===== src/rtl/move_input_conditioner.sv =====
// Turns four raw pushbuttons into clean single-cycle move pulses:
// polarity fix, two-flop sync, debounce, edge detect, one-move-per-press arbitration.
module move_input_conditioner #(
    parameter int DEBOUNCE_CYCLES = 500000,
    parameter bit ACTIVE_LOW      = 1'b1
) (
    input  logic clk,
    input  logic reset,
    input  logic raw_up,
    input  logic raw_down,
    input  logic raw_left,
    input  logic raw_right,
    input  logic game_over,
    output logic up,
    output logic down,
    output logic left,
    output logic right,
    output logic any_move,
    output logic locked
);

    localparam int CW = $clog2(DEBOUNCE_CYCLES);
    localparam logic [CW-1:0] CNT_MAX = CW'(DEBOUNCE_CYCLES - 1);

    typedef enum logic {
        ARMED  = 1'b0,
        LOCKED = 1'b1
    } state_t;

    // Bit order everywhere: [3]=up, [2]=down, [1]=left, [0]=right.
    logic [3:0]    w_raw;
    logic [3:0]    r_s1;
    logic [3:0]    r_s2;
    logic [3:0]    r_db;
    logic [3:0]    r_dbPrev;
    logic [CW-1:0] r_cnt [4];
    logic [3:0]    w_press;
    logic [3:0]    w_pulseNext;
    logic [3:0]    r_pulse;
    logic          r_anyMove;
    state_t        r_state;
    state_t        w_nextState;

    assign w_raw = {raw_up, raw_down, raw_left, raw_right} ^ {4{ACTIVE_LOW}};

    always_ff @(posedge clk or posedge reset) begin
        if (reset) begin
            r_s1 <= '0;
            r_s2 <= '0;
        end else begin
            r_s1 <= w_raw;
            r_s2 <= r_s1;
        end
    end

    // Any cycle where the synchronized level agrees with db restarts the count.
    always_ff @(posedge clk or posedge reset) begin
        if (reset) begin
            r_db     <= '0;
            r_dbPrev <= '0;
            for (int i = 0; i < 4; i++) begin
                r_cnt[i] <= '0;
            end
        end else begin
            r_dbPrev <= r_db;
            for (int i = 0; i < 4; i++) begin
                if (r_s2[i] == r_db[i]) begin
                    r_cnt[i] <= '0;
                end else if (r_cnt[i] == CNT_MAX) begin
                    r_db[i]  <= r_s2[i];
                    r_cnt[i] <= '0;
                end else begin
                    r_cnt[i] <= r_cnt[i] + CW'(1);
                end
            end
        end
    end

    assign w_press = r_db & ~r_dbPrev;

    always_ff @(posedge clk or posedge reset) begin
        if (reset) begin
            r_state <= ARMED;
        end else begin
            r_state <= w_nextState;
        end
    end

    always_comb begin
        w_nextState = r_state;
        case (r_state)
            ARMED: begin
                if (game_over || (w_press != 4'b0000)) begin
                    w_nextState = LOCKED;
                end
            end
            LOCKED: begin
                if ((r_db == 4'b0000) && !game_over) begin
                    w_nextState = ARMED;
                end
            end
            default: w_nextState = ARMED;
        endcase
    end

    // game_over takes precedence over a press evaluated in the same cycle.
    always_comb begin
        w_pulseNext = 4'b0000;
        if ((r_state == ARMED) && !game_over) begin
            if (w_press[3]) begin
                w_pulseNext = 4'b1000;
            end else if (w_press[2]) begin
                w_pulseNext = 4'b0100;
            end else if (w_press[1]) begin
                w_pulseNext = 4'b0010;
            end else if (w_press[0]) begin
                w_pulseNext = 4'b0001;
            end
        end
    end

    always_ff @(posedge clk or posedge reset) begin
        if (reset) begin
            r_pulse   <= '0;
            r_anyMove <= 1'b0;
        end else begin
            r_pulse   <= w_pulseNext;
            r_anyMove <= |w_pulseNext;
        end
    end

    assign up       = r_pulse[3];
    assign down     = r_pulse[2];
    assign left     = r_pulse[1];
    assign right    = r_pulse[0];
    assign any_move = r_anyMove;
    assign locked   = (r_state == LOCKED);

endmodule


===== config.mk =====
export PLATFORM = sky130hd
export DESIGN_NAME = move_input_conditioner
export DESIGN_NICKNAME = d
export VERILOG_FILES = /design/src/rtl/move_input_conditioner.sv
export SDC_FILE = /design/constraint.sdc
export NUM_CORES = 1
export LEC_CHECK = 0
export CELL_PAD_IN_SITES_DETAIL_PLACEMENT = 0
export CELL_PAD_IN_SITES_GLOBAL_PLACEMENT = 1
export CORE_ASPECT_RATIO = 0.5
export CORE_MARGIN = 3
export CORE_UTILIZATION = 25
export CTS_CLUSTER_DIAMETER = 120
export DETAILED_ROUTE_END_ITERATION = 12
export PLACE_DENSITY = 0.43
export SYNTH_ARGS = -nofsm -noshare
export SYNTH_HDL_FRONTEND = slang
export SYNTH_SLANG_ARGS = --single-unit

===== constraint.sdc =====
create_clock -name clk -period 3.3 [get_ports clk]
set_input_delay 0.495 -clock clk [delete_from_list [all_inputs] [get_ports clk]]
set_output_delay 0.495 -clock clk [all_outputs]
set_load 0.02 [all_outputs]

# == Word level (Yosys, flattened, before mapping) ==
# Index checks and enable logic that the tools add are counted.
# word_totals
register_bits,98
out_inout_bits,6
# op_classes
n_addsub,4
n_eq_ne,8
n_reduce_logical,11
muxes,16
n_bitwise,8
# op_table
operator,count
two-way mux 19 bit,8
"adder 19 x 1 -> 19 bit, second input constant",4
"equality test 19 bit, second input constant",4
two-way mux 4 bit,2
NOT 4 bit,2
AND reduction 2 bit,4
NOT 1 bit,5
bitwise AND 4 bit,1
equality test 1 bit,4
logical NOT 4 bit,1
nonzero test 4 bit,1
OR reduction 4 bit,1
two-way mux 1 bit,3
two-way mux 3 bit,1
logical AND 1 bit,2
two-way mux 2 bit,1
one-hot mux 1 bit (2 select lines),1
logical NOT 1 bit,1
logical OR 1 bit,1

# == Longest topological paths before layout ==
# Gate-level depths: netlist of run 1.
# logic_depth
depth_word,8
mapped_depth,6
ltp_nobuf,5

# == Least setup slack after synthesis of run 1 ==
# OpenSTA, ideal clock, no wires.
# synth_timing
path_kind,reg2reg
from,reg r_cnt[69] (netlist name)
to,reg r_cnt[65] (netlist name)
slack_ns,1.315
setup_ns,0.119
arrival_time_ns,1.867
t_required_ns,3.181
path_stages_with_launch,6
period_less_slack_ns,1.985
path_cell_list,dfrtp_1 -> or4_1 -> or4_4 -> o21ai_4 -> buf_4 -> nor2_1
# synth_between
elab_chain_len,3
# synth_lines
element,line,rtl
start: declaration,36,logic [CW-1:0] r_cnt [4];
start signal: indexed assignment,73,r_cnt[i] <= r_cnt[i] + CW'(1);
equality test 19 bit,69,end else if (r_cnt[i] == CNT_MAX) begin
two-way mux 19 bit,69,
two-way mux 19 bit,67,if (r_s2[i] == r_db[i]) begin
# Every way passes these cells.
# A chain may end at the register's enable or synchronous reset.

# == Worst setup path in the final report of run 1 ==
# layout_timing
from,reg r_cnt[69] (netlist name)
to,reg r_cnt[73] (netlist name)
# layout_between
elab_chain_len,3
word_cells_on_any_way,4
classes_between,add/sub: 1; eq/ne: 1; mux: 2
# layout_lines
element,line
adder 19 x 1 -> 19 bit / equality test 19 bit (equally long branches),"73, 69"
two-way mux 19 bit (*),69
two-way mux 19 bit (*),67
# Every way passes the cells marked *; elsewhere a longest branch is shown, timed or not.

==> results of run 1 <==
==> report_power, final <==
part / leakage, nW / switching (mW) / total [mW] / internal [mW]
clock: 0.155 / 0.483 / 1.17 / 0.687
combinational: 0.584 / 0.0590 / 0.0897 / 0.0307
sequential: 1.34 / 0.0186 / 1.24 / 1.22
total: 2.08 / 0.561 / 2.50 / 1.94
==> layer usage <==
layer / wire (µm) / vias up / part of all wire
met1: 4960 / 1561 / 0.52
met2: 4250 / 23 / 0.44
met4: 82 / 0 / 0.0086
li1: - / 1627 / -
met5: 0 / - / 0
met3: 269 / 9 / 0.028
==> kinds of logic (layout without fill, tap and decap cells) <==
| group | count (synthesis) | count (layout) | share of synthesized area |
|---|---|---|---|
| simple gates | 231 | 231 | 0.260 |
| flops | 98 | 98 | 0.537 |
| xor+xnor | 57 | 57 | 0.109 |
| compound gates | 32 | 32 | 0.0450 |
| buf+inv | 26 | 52 | 0.0228 |
| mux | 6 | 6 | 0.0143 |
| fa+ha+maj | 4 | 4 | 0.0110 |
==> registers in the layout (all words and copies together), names as in the netlist <==
signal    count
r_cnt        76
r_dbPrev      4
r_db          4
r_pulse       4
r_s1          4
r_s2          4
any_move      1
locked        1
==> cells in the final DEF (no fill, tap or decap), drive strengths merged, types with 15 or more instances in the layout <==
cell / Yosys / final
nor4: 15 / 15
nand4: 21 / 21
nor3: 19 / 19
xnor2: 34 / 34
dfrtp: 98 / 98
inv: 18 / 19
nor2: 75 / 75
nand3: 27 / 27
nand2: 32 / 32
xor2: 23 / 23
==> through the flow <==
step           hold slack [ns]  std cells  utilization  total power [mW]
2_1_floorplan            0.331        454            -              1.31
3_3_place_gp             0.333        698        0.284              1.36
3_5_place_dp             0.335        698        0.284              1.36
4_1_cts                  0.352        714        0.303              2.55
5_1_grt                  0.358        714        0.303              2.61
6_report                 0.350        714        0.303              2.50
==> final cells by class <==
class	count	area, µm²
multi-input combinational	330	2010
inverter	18	70.1
clock buffer	10	239
tap	234	293
sequential	98	2450
timing repair buffer	18	178
fill	1858	12300
clock inverter	6	88.8
==> worst max-delay path, cell delays in order (launching register included) <==
cell and delay (ns):
dfrtp_1 0.44, or4_1 0.57, or4_4 0.52, o21ai_4 0.44, o21ba_2 0.23
==> worst min path at each step <==
| stage | cells after the start | end |
|---|---|---|
| after floorplan | 0 | r_s2[0] |
| after global placement | 0 | r_s2[0] |
| after detailed placement | 0 | r_s2[1] |
| after CTS | 0 | r_s2[1] |
| after global routing | 0 | r_s2[1] |
| final | 0 | r_s2[1] |
==> flow_summary_export.csv, run 1 <==
group,metric,value,unit
clock_tree,numCtsBuffers,9,
critical_path,end_kind,"flop",
synth,ys_seq_elements,98,
floorplan,fp.dieH,102,µm
clock_tree,clock-sinks,98,
global_routing,grt_max_degree,51,
global_routing,grt_util_met3,0.0329,
layout,final_cell_area,5330,µm²
synth,syn_inst,454,
min_path,hold_start,"r_s1[1]",
clock_tree,cts_buffer_depth,2,
detailed_routing,post_drt_via_cell_ratio,4.51,
floorplan,fp.dieArea,20000,µm²
global_routing,grt_use_met1,0.144,
critical_path,rrSetupSlack,1.01,ns
synth,synth_edf_count,0,
global_routing,busiest_layer,"met2",
placed_design,pre_cts_ws,0.987,ns
floorplan,start_util,0.259,
timing,drv_slew,0,
timing,slew-limit-headroom,0.562,
detailed_routing,routed_wl,9560,µm
detailed_routing,first_pass_iters,4,
timing,layout_setup_ws,1.01,ns
floorplan,core-area,17600,µm²
timing,fmax,436,MHz
synth,synth.area.top_cells,"dfrtp_1 (54%), xnor2_1 (6.5%), nor2_1 (6.2%)",
synth,async_flop_share,1.00,
min_path,hold_path_class,"flop to flop",
critical_path,crit_arrival,2.53,ns
detailed_routing,drc,0,
synth,synth_top_area_frac,0.537,
global_routing,track_usage,0.105,
placed_design,placed_area,5000,µm²
synth,synth.distinct_cells,43,
timing,min_period_over_period,0.694,
critical_path,cp_max_fo,19,
synth,synth_most_common_cell,"dfrtp_1",
synth,yosysSeqAreaShare,0.537,
critical_path,reg2reg_depth,4,
placed_design,io_buffers,12,
run,drv_cap,0,
global_routing,grt_pass1_wl,16800,µm
layout,final_nets,486,
detailed_routing,drtIter0Drc,94,
timing,min_period,2.29,ns
floorplan,rows,34,
layout,drive_above_1_share,0.0729,
clock_tree,post-cts-setup-buffer-count,0,
synth,synth_area,4560,µm²
critical_path,cp-startpoint,"r_cnt[69]",
floorplan,ios,13,
detailed_routing,ant_nets,0,
clock_tree,h-tree-depth,3,
timing,finalClockSkew,0.00738,ns
power,pwr_density_cell,469,nW/µm²
synth,mappedNetlistNets,465,
critical_path,endpoint,"r_cnt[73]",
global_routing,overflow,0,
detailed_routing,vias,3220,
timing,final_hold_viol_count,0,
run_status,outcome,"finished clean",
critical_path,reg2reg_from,"r_cnt[69]",
critical_path,critPathLaunchType,"flop",
floorplan,fp.dieW,197,µm
synth,synth_warnings,0,
placed_design,gp_congestion,0.688,
clock_tree,tritoncts,"yes",
synth,synth_commonest_cells,"dfrtp_1 (98), nor2_1 (75), xnor2_1 (34)",
timing,setup_viol,0,
synth,avgSynthCellArea,10.1,µm²
synth,yosys.area.top_type,"dfrtp_1",
global_routing,grt_pass1_vias,3295,
timing,rsz0062_at_grt,"false",
clock_tree,ctsResizeCount,0,
clock_tree,cts_hold_buf,0,
power,irDropWorstVdd,0.000310,V
timing,setup_tns,0,ns
critical_path,r2r-end,"r_cnt[73]",
layout,diodes,0,
clock_tree,clk_pin_slew_worst_paths,0.07,ns
synth,synth_top_flop_cell,"dfrtp_1",
global_routing,antenna_found_initial,0,
global_routing,met2_usage,0.166,
layout,area_growth,16.8,%
power,leakage,2.08,nW
critical_path,crit_required,3.54,ns
clock_tree,root_buffer,"clkbuf_16",
timing,worstMarginPinSlew,0.657,ns
detailed_routing,wl_per_cell,13.4,µm
clock_tree,clk_latency,0.35,ns
critical_path,crit_type,"flop to flop",
placed_design,hpwl,6470,µm
No activity file was read; power rests on OpenSTA's default activity.
==> run 2, diff against run 1 <==
- PLACE_DENSITY: 0.43 -> 0.45
- clock period: 3.3 -> 1.8 ns (I/O delays scaled with it)
==> run 2 against run 1 <==
  * The flow now finishes with violations (setup timing)
  * Clock-buffer cell count stayed put
  * Wire length is 7.8% higher
  * Flip-flop and latch count stayed put
  * Die area stayed put
  * Clock skew is 0.0027 ns higher
  * First-iteration DRC count is 35% higher
  * Fmax is 17% higher
  * Total power is 75% higher
  * Worst setup slack worse by 1.2 ns
  * Sequential share of layout area is 5.9 points lower
  * Final cell count is 12% higher
  * Via count is 11% higher
  * Critical endpoint is now r_db[0]
==> flow_summary_export.csv, run 2 (synthesis gave the netlist of run 1 again) <==
group,metric,value,unit
run_status,outcome,"finished, violations left",
run_status,failed_checks,"setup timing",
timing,setup_viol,20,
floorplan,fp.dieH,102,µm
layout,drive_above_1_share,0.261,
critical_path,end_kind,"flop",
critical_path,path_delay_family,"simple AND/OR/NAND/NOR gates",
critical_path,cp-startpoint,"r_cnt[69]",
clock_tree,root_buffer,"clkbuf_16",
global_routing,track_usage,0.112,
detailed_routing,drt-met1-wl,5340,µm
layout,fillCellCount,1849,
critical_path,crit_type,"flop to flop",
critical_path,worst-path-stages,4,
placed_design,pre_cts_ws,-0.186,ns
clock_tree,clk_pin_slew_worst_paths,0.07,ns
critical_path,path_cells,"or4_1 > or4_4 > nor2_2 > mux2_4",
critical_path,reg2reg_depth,4,
detailed_routing,drc,0,
clock_tree,tritoncts,"yes",
power,pwr_density_cell,717,nW/µm²
timing,finalClockSkew,0.0100,ns
clock_tree,clk_latency,0.35,ns
timing,min_period,1.96,ns
global_routing,overflow,0,
placed_design,placed_area,5610,µm²
detailed_routing,drtIter0Drc,127,
critical_path,rrSetupSlack,-0.16,ns
detailed_routing,post_drt_via_cell_ratio,4.46,
timing,rsz0062_at_grt,"true",
critical_path,crit_required,2.03,ns
layout,layout.cells.most_common_list,"dfrtp_1 (98), buf_4 (87), nor2_1 (68), xnor2_1 (34), nand2_1 (32)",
layout,diodes,0,
floorplan,ios,13,
placed_design,gp_congestion,0.712,
min_path,hold_path_class,"input pin to async pin",
clock_tree,cts_buffer_depth,2,
critical_path,r2r-end,"r_db[0]",
floorplan,start_util,0.259,
timing,worstMarginPinSlew,0.422,ns
layout,largest_reg_flops,76,
floorplan,fp.dieArea,20000,µm²
placed_design,hpwl,7220,µm
power,leakage,2.52,nW
layout,final_nets,574,
timing,min_period_over_period,1.09,
global_routing,grt_pass1_vias,3569,
detailed_routing,first_pass_iters,5,
floorplan,rows,34,
detailed_routing,routed_wl,10300,µm
timing,fmax,511,MHz
clock_tree,numCtsBuffers,9,
detailed_routing,wl_met3,249,µm
detailed_routing,wl_per_cell,12.8,µm
floorplan,fp.dieW,197,µm
layout,final_common_cell,"dfrtp_1",
critical_path,endpoint,"r_db[0]",
layout,area_growth,33.9,%
detailed_routing,vias,3576,
clock_tree,clock-sinks,98,
global_routing,antenna_found_initial,0,
timing,slew-limit-headroom,0.718,
global_routing,grt_pass1_wl,17800,µm
timing,setup_tns,-2.61,ns
layout,top_register,"r_cnt",
detailed_routing,ant_nets,0,
floorplan,core-area,17600,µm²
run,drv_cap,0,
detailed_routing,route.met2.wl,4620,µm
timing,layout_setup_ws,-0.158,ns
power,fin_total_pwr,4.38,mW
clock_tree,h-tree-depth,3,
critical_path,critPathLaunchType,"flop",
clock_tree,cts_hold_buf,0,
timing,final_hold_viol_count,0,
critical_path,cp_max_fo,2,
critical_path,crit_arrival,2.19,ns
timing,drv_slew,0,
critical_path,cp.buffers_inverters,0,
critical_path,reg2reg_from,"r_cnt[69]",
power,irDropWorstVdd,0.000419,V
critical_path,slowest_delay,0.53,ns
layout,final_cell_area,6110,µm²
placed_design,io_buffers,12,
critical_path,slowest_stage,"or4_1",
detailed_routing,top_layer,"met4",
global_routing,grt_max_degree,58,
## run 2: cell count changes in the layout (fill, tap and decap cells not counted), moves of 3 or more
| cell | before | now |
|---|---|---|
| or4_1 | 10 | 7 |
| or4_4 | 1 | 4 |
| a21oi_2 | 0 | 5 |
| buf_4 | 5 | 87 |
| nor4_1 | 15 | 12 |
| nor2_1 | 75 | 68 |
| a21oi_1 | 12 | 7 |
| nor2_2 | 0 | 6 |
| ha_1 | 4 | 1 |
| buf_6 | 0 | 5 |
## run 2: power by group
part	leakage (nW)	internal (mW)	switching, mW
Combinational	1.05	0.115	0.139
Clock	0.130	0.954	0.917
Sequential	1.34	2.23	0.0236
Total	2.52	3.30	1.08
## run 2: stage by stage
stage | hold WS [ns] | util | instances
finish | 0.347 | 0.347 | 802
global route | 0.364 | 0.347 | 802
CTS | 0.352 | 0.337 | 792
detailed placement | 0.336 | 0.318 | 775
global placement | 0.331 | 0.318 | 775
floorplan | 0.329 | - | 454
## run 2: layout make-up
| cell class | instances | area (µm²) | share of cell area |
|---|---|---|---|
| clock buffer | 10 | 229 | 0.0375 |
| clock inverter | 6 | 50.0 | 0.00819 |
| inverter | 18 | 71.3 | 0.0117 |
| multi-input combinational | 330 | 2150 | 0.351 |
| sequential | 98 | 2450 | 0.401 |
| tap | 234 | 293 | 0.0479 |
| timing repair buffer | 106 | 870 | 0.142 |
## run 2: tightest hold or removal path, cell delays in order
cell             delay (ns)
clkdlybuf4s50_1        0.44
clkinvlp_4             0.13
buf_12                 0.23
## run 2: worst min path at each step
stage,from,endpoint,slack [ns],cells past startpoint
global placement,r_s1[3],r_s2[3],0.33,0
finish,reset,r_cnt[17],0.35,3
CTS,r_s1[3],r_s2[3],0.35,0
global route,r_s1[3],r_s2[3],0.36,0
detailed placement,r_s1[3],r_s2[3],0.34,0
floorplan,raw_right,r_s1[0],0.33,1
## run 2: repair_timing
item,4_1_cts,5_1_grt
pin swaps,3,9
cloned,0,1
buffers inserted,1,9
setup endpoints to repair,24,40
hold endpoints to repair,0,0
gates resized for setup,14,20
## run 2: layer usage
layer,vias up,track usage
li1,1812,-
met1,1736,0.158
met2,19,0.170
met3,9,0.0319
met4,0,0.0279
met5,-,0
==> run 3, diff against run 2 <==
- SKIP_LAST_GASP: not set -> 1
==> run 3 against run 2 <==
  * The run still ends with setup timing left
  * Cell area hardly changed
  * Critical endpoint unchanged
  * Sequential share of layout area hardly changed
  * First-iteration DRC count is 0.79% higher
  * Total power is 0.12% higher
  * Worst setup slack worse by 0.026 ns
  * Wire length is 0.50% higher
  * Fmax is 1.3% lower
  * Largest cell class unchanged
  * Combinational power is 2% higher
  * Die area stayed put
  * Non-clock buffer count stayed put
==> flow_summary_export.csv, run 3 (synthesis gave the netlist of run 1 again) <==
group,metric,value,unit
layout,area_growth,34.0,%
timing,slew-limit-headroom,0.718,
floorplan,core-area,17600,µm²
clock_tree,clk_latency,0.35,ns
detailed_routing,routed_wl,10400,µm
timing,fin_hold_ws,0.346,ns
global_routing,antenna_found_initial,0,
critical_path,critPathLaunchType,"flop",
power,p_sw_frac,0.247,
timing,setup_viol,20,
layout,largest_reg_flops,76,
layout,fin_cells,802,
clock_tree,cts_buffer_depth,2,
timing,rsz0062_at_grt,"true",
critical_path,reg2reg_depth,4,
detailed_routing,post_drt_via_cell_ratio,4.47,
min_path,hold_path_class,"input pin to async pin",
floorplan,rows,34,
timing,worstMarginPinSlew,0.422,ns
placed_design,dp_cells,775,
run_status,outcome,"finished, violations left",
critical_path,cp_max_fo,2,
detailed_routing,first_pass_iters,4,
power,irDropWorstVdd,0.000418,V
layout,final_cell_area,6120,µm²
global_routing,grt_pass1_wl,17800,µm
clock_tree,tritoncts,"yes",
power,p_sw,1.08,mW
power,pwr_density_cell,717,nW/µm²
critical_path,crit_required,2.03,ns
timing,layout_setup_ws,-0.184,ns
global_routing,track_usage,0.112,
global_routing,overflow,0,
layout,final_common_cell,"dfrtp_1",
detailed_routing,vias,3583,
layout,top_register,"r_cnt",
power,p_comb_frac,0.059,
timing,drv_slew,0,
critical_path,reg2reg_from,"r_cnt[69]",
timing,final_hold_viol_count,0,
power,intPower,3.30,mW
layout,diodes,0,
global_routing,grt_max_degree,58,
clock_tree,h-tree-depth,3,
clock_tree,clk_pin_slew_worst_paths,0.07,ns
floorplan,fp.dieH,102,µm
timing,fmax,504,MHz
layout,final_nets,574,
power,seq_power_share,0.514,
detailed_routing,drc,0,
critical_path,r2r-end,"r_db[0]",
placed_design,pre_cts_ws,-0.186,ns
layout,layout.cells.most_common_list,"dfrtp_1 (98), buf_4 (88), nor2_1 (68), xnor2_1 (34), nand2_1 (32)",
power,clock_power_share,0.427,
timing,min_period_over_period,1.10,
floorplan,fp.dieW,197,µm
floorplan,start_util,0.259,
placed_design,io_buffers,12,
clock_tree,numCtsBuffers,9,
detailed_routing,drtIter0Drc,128,
clock_tree,cts_hold_buf,0,
placed_design,placed_area,5610,µm²
floorplan,fp.dieArea,20000,µm²
clock_tree,clock-sinks,98,
critical_path,crit_type,"flop to flop",
critical_path,rrSetupSlack,-0.18,ns
clock_tree,root_buffer,"clkbuf_16",
run_status,failed_checks,"setup timing",
placed_design,gp_congestion,0.712,
detailed_routing,wl_per_cell,12.9,µm
timing,finalClockSkew,0.0101,ns
run,drv_cap,0,
power,leakage,2.52,nW
detailed_routing,ant_nets,0,
floorplan,ios,13,
placed_design,hpwl,7220,µm
critical_path,end_kind,"flop",
timing,min_period,1.98,ns
critical_path,crit_arrival,2.22,ns
layout,drive_above_1_share,0.259,
global_routing,grt_pass1_vias,3555,
## run 3: cell counts in the layout (fill, tap and decap cells not counted)
No cell type changed its count.
## run 3: area by class of cell
cell class                      instances  area, µm²
Clock inverter                          6       50.0
Sequential cell                        98       2450
Multi-Input combinational cell        330       2150
Clock buffer                           10        229
Fill cell                            1848      11500
Inverter                               18       71.3
Timing Repair Buffer                  106        870
Tap cell                              234        293
## run 3: critical path, stage by stage, from the launching register on
cell and delay [ns]:
dfrtp_1 0.37, or4_1 0.53, or4_4 0.52, nor2_2 0.11, mux2_2 0.34
## run 3: per-stage QoR
step | TNS [ns] | utilization | power [mW]
2_1_floorplan | -2.39 | - | 2.41
3_3_place_gp | -2.25 | 0.318 | 2.53
3_5_place_dp | -2.43 | 0.318 | 2.53
4_1_cts | -2.69 | 0.337 | 4.43
5_1_grt | -4.47 | 0.347 | 4.59
6_report | -2.85 | 0.347 | 4.39
## run 3: worst max path at each step
stage                    to  startpoint  cells past startpoint
floorplan           r_db[0]   r_cnt[69]                      4
global placement    r_db[0]   r_cnt[69]                      4
detailed placement  r_db[0]   r_cnt[69]                      4
CTS                 r_db[0]   r_cnt[69]                      4
global route        r_db[0]   r_cnt[69]                      4
finish              r_db[0]   r_cnt[69]                      4
## run 3: layer usage
layer	up-vias	routed length (µm)	part of all wire	GRT usage
met3	9	232	0.022	0.0319
li1	1811	-	-	-
met5	-	0	0	0
met4	0	98	0.0095	0.0279
met1	1748	5390	0.52	0.158
met2	15	4630	0.45	0.169
## run 3: what timing repair did
action                                  in CTS  in global routing
endpoints found under the setup margin      24                 40
gates resized for setup                     13                 21
cloned                                       0                  1
pin swaps                                    3                  9
buffers inserted                             1                  9
## run 3: power by group through the flow
stage | clock network (mW) | registers, mW | logic [mW]
4_1_cts | 1.94 | 2.25 | 0.239
5_1_grt | 2.04 | 2.26 | 0.292
6_report | 1.87 | 2.26 | 0.257
3_3_place_gp | 0 | 2.30 | 0.233
3_5_place_dp | 0 | 2.30 | 0.232
2_1_floorplan | 0 | 2.30 | 0.112
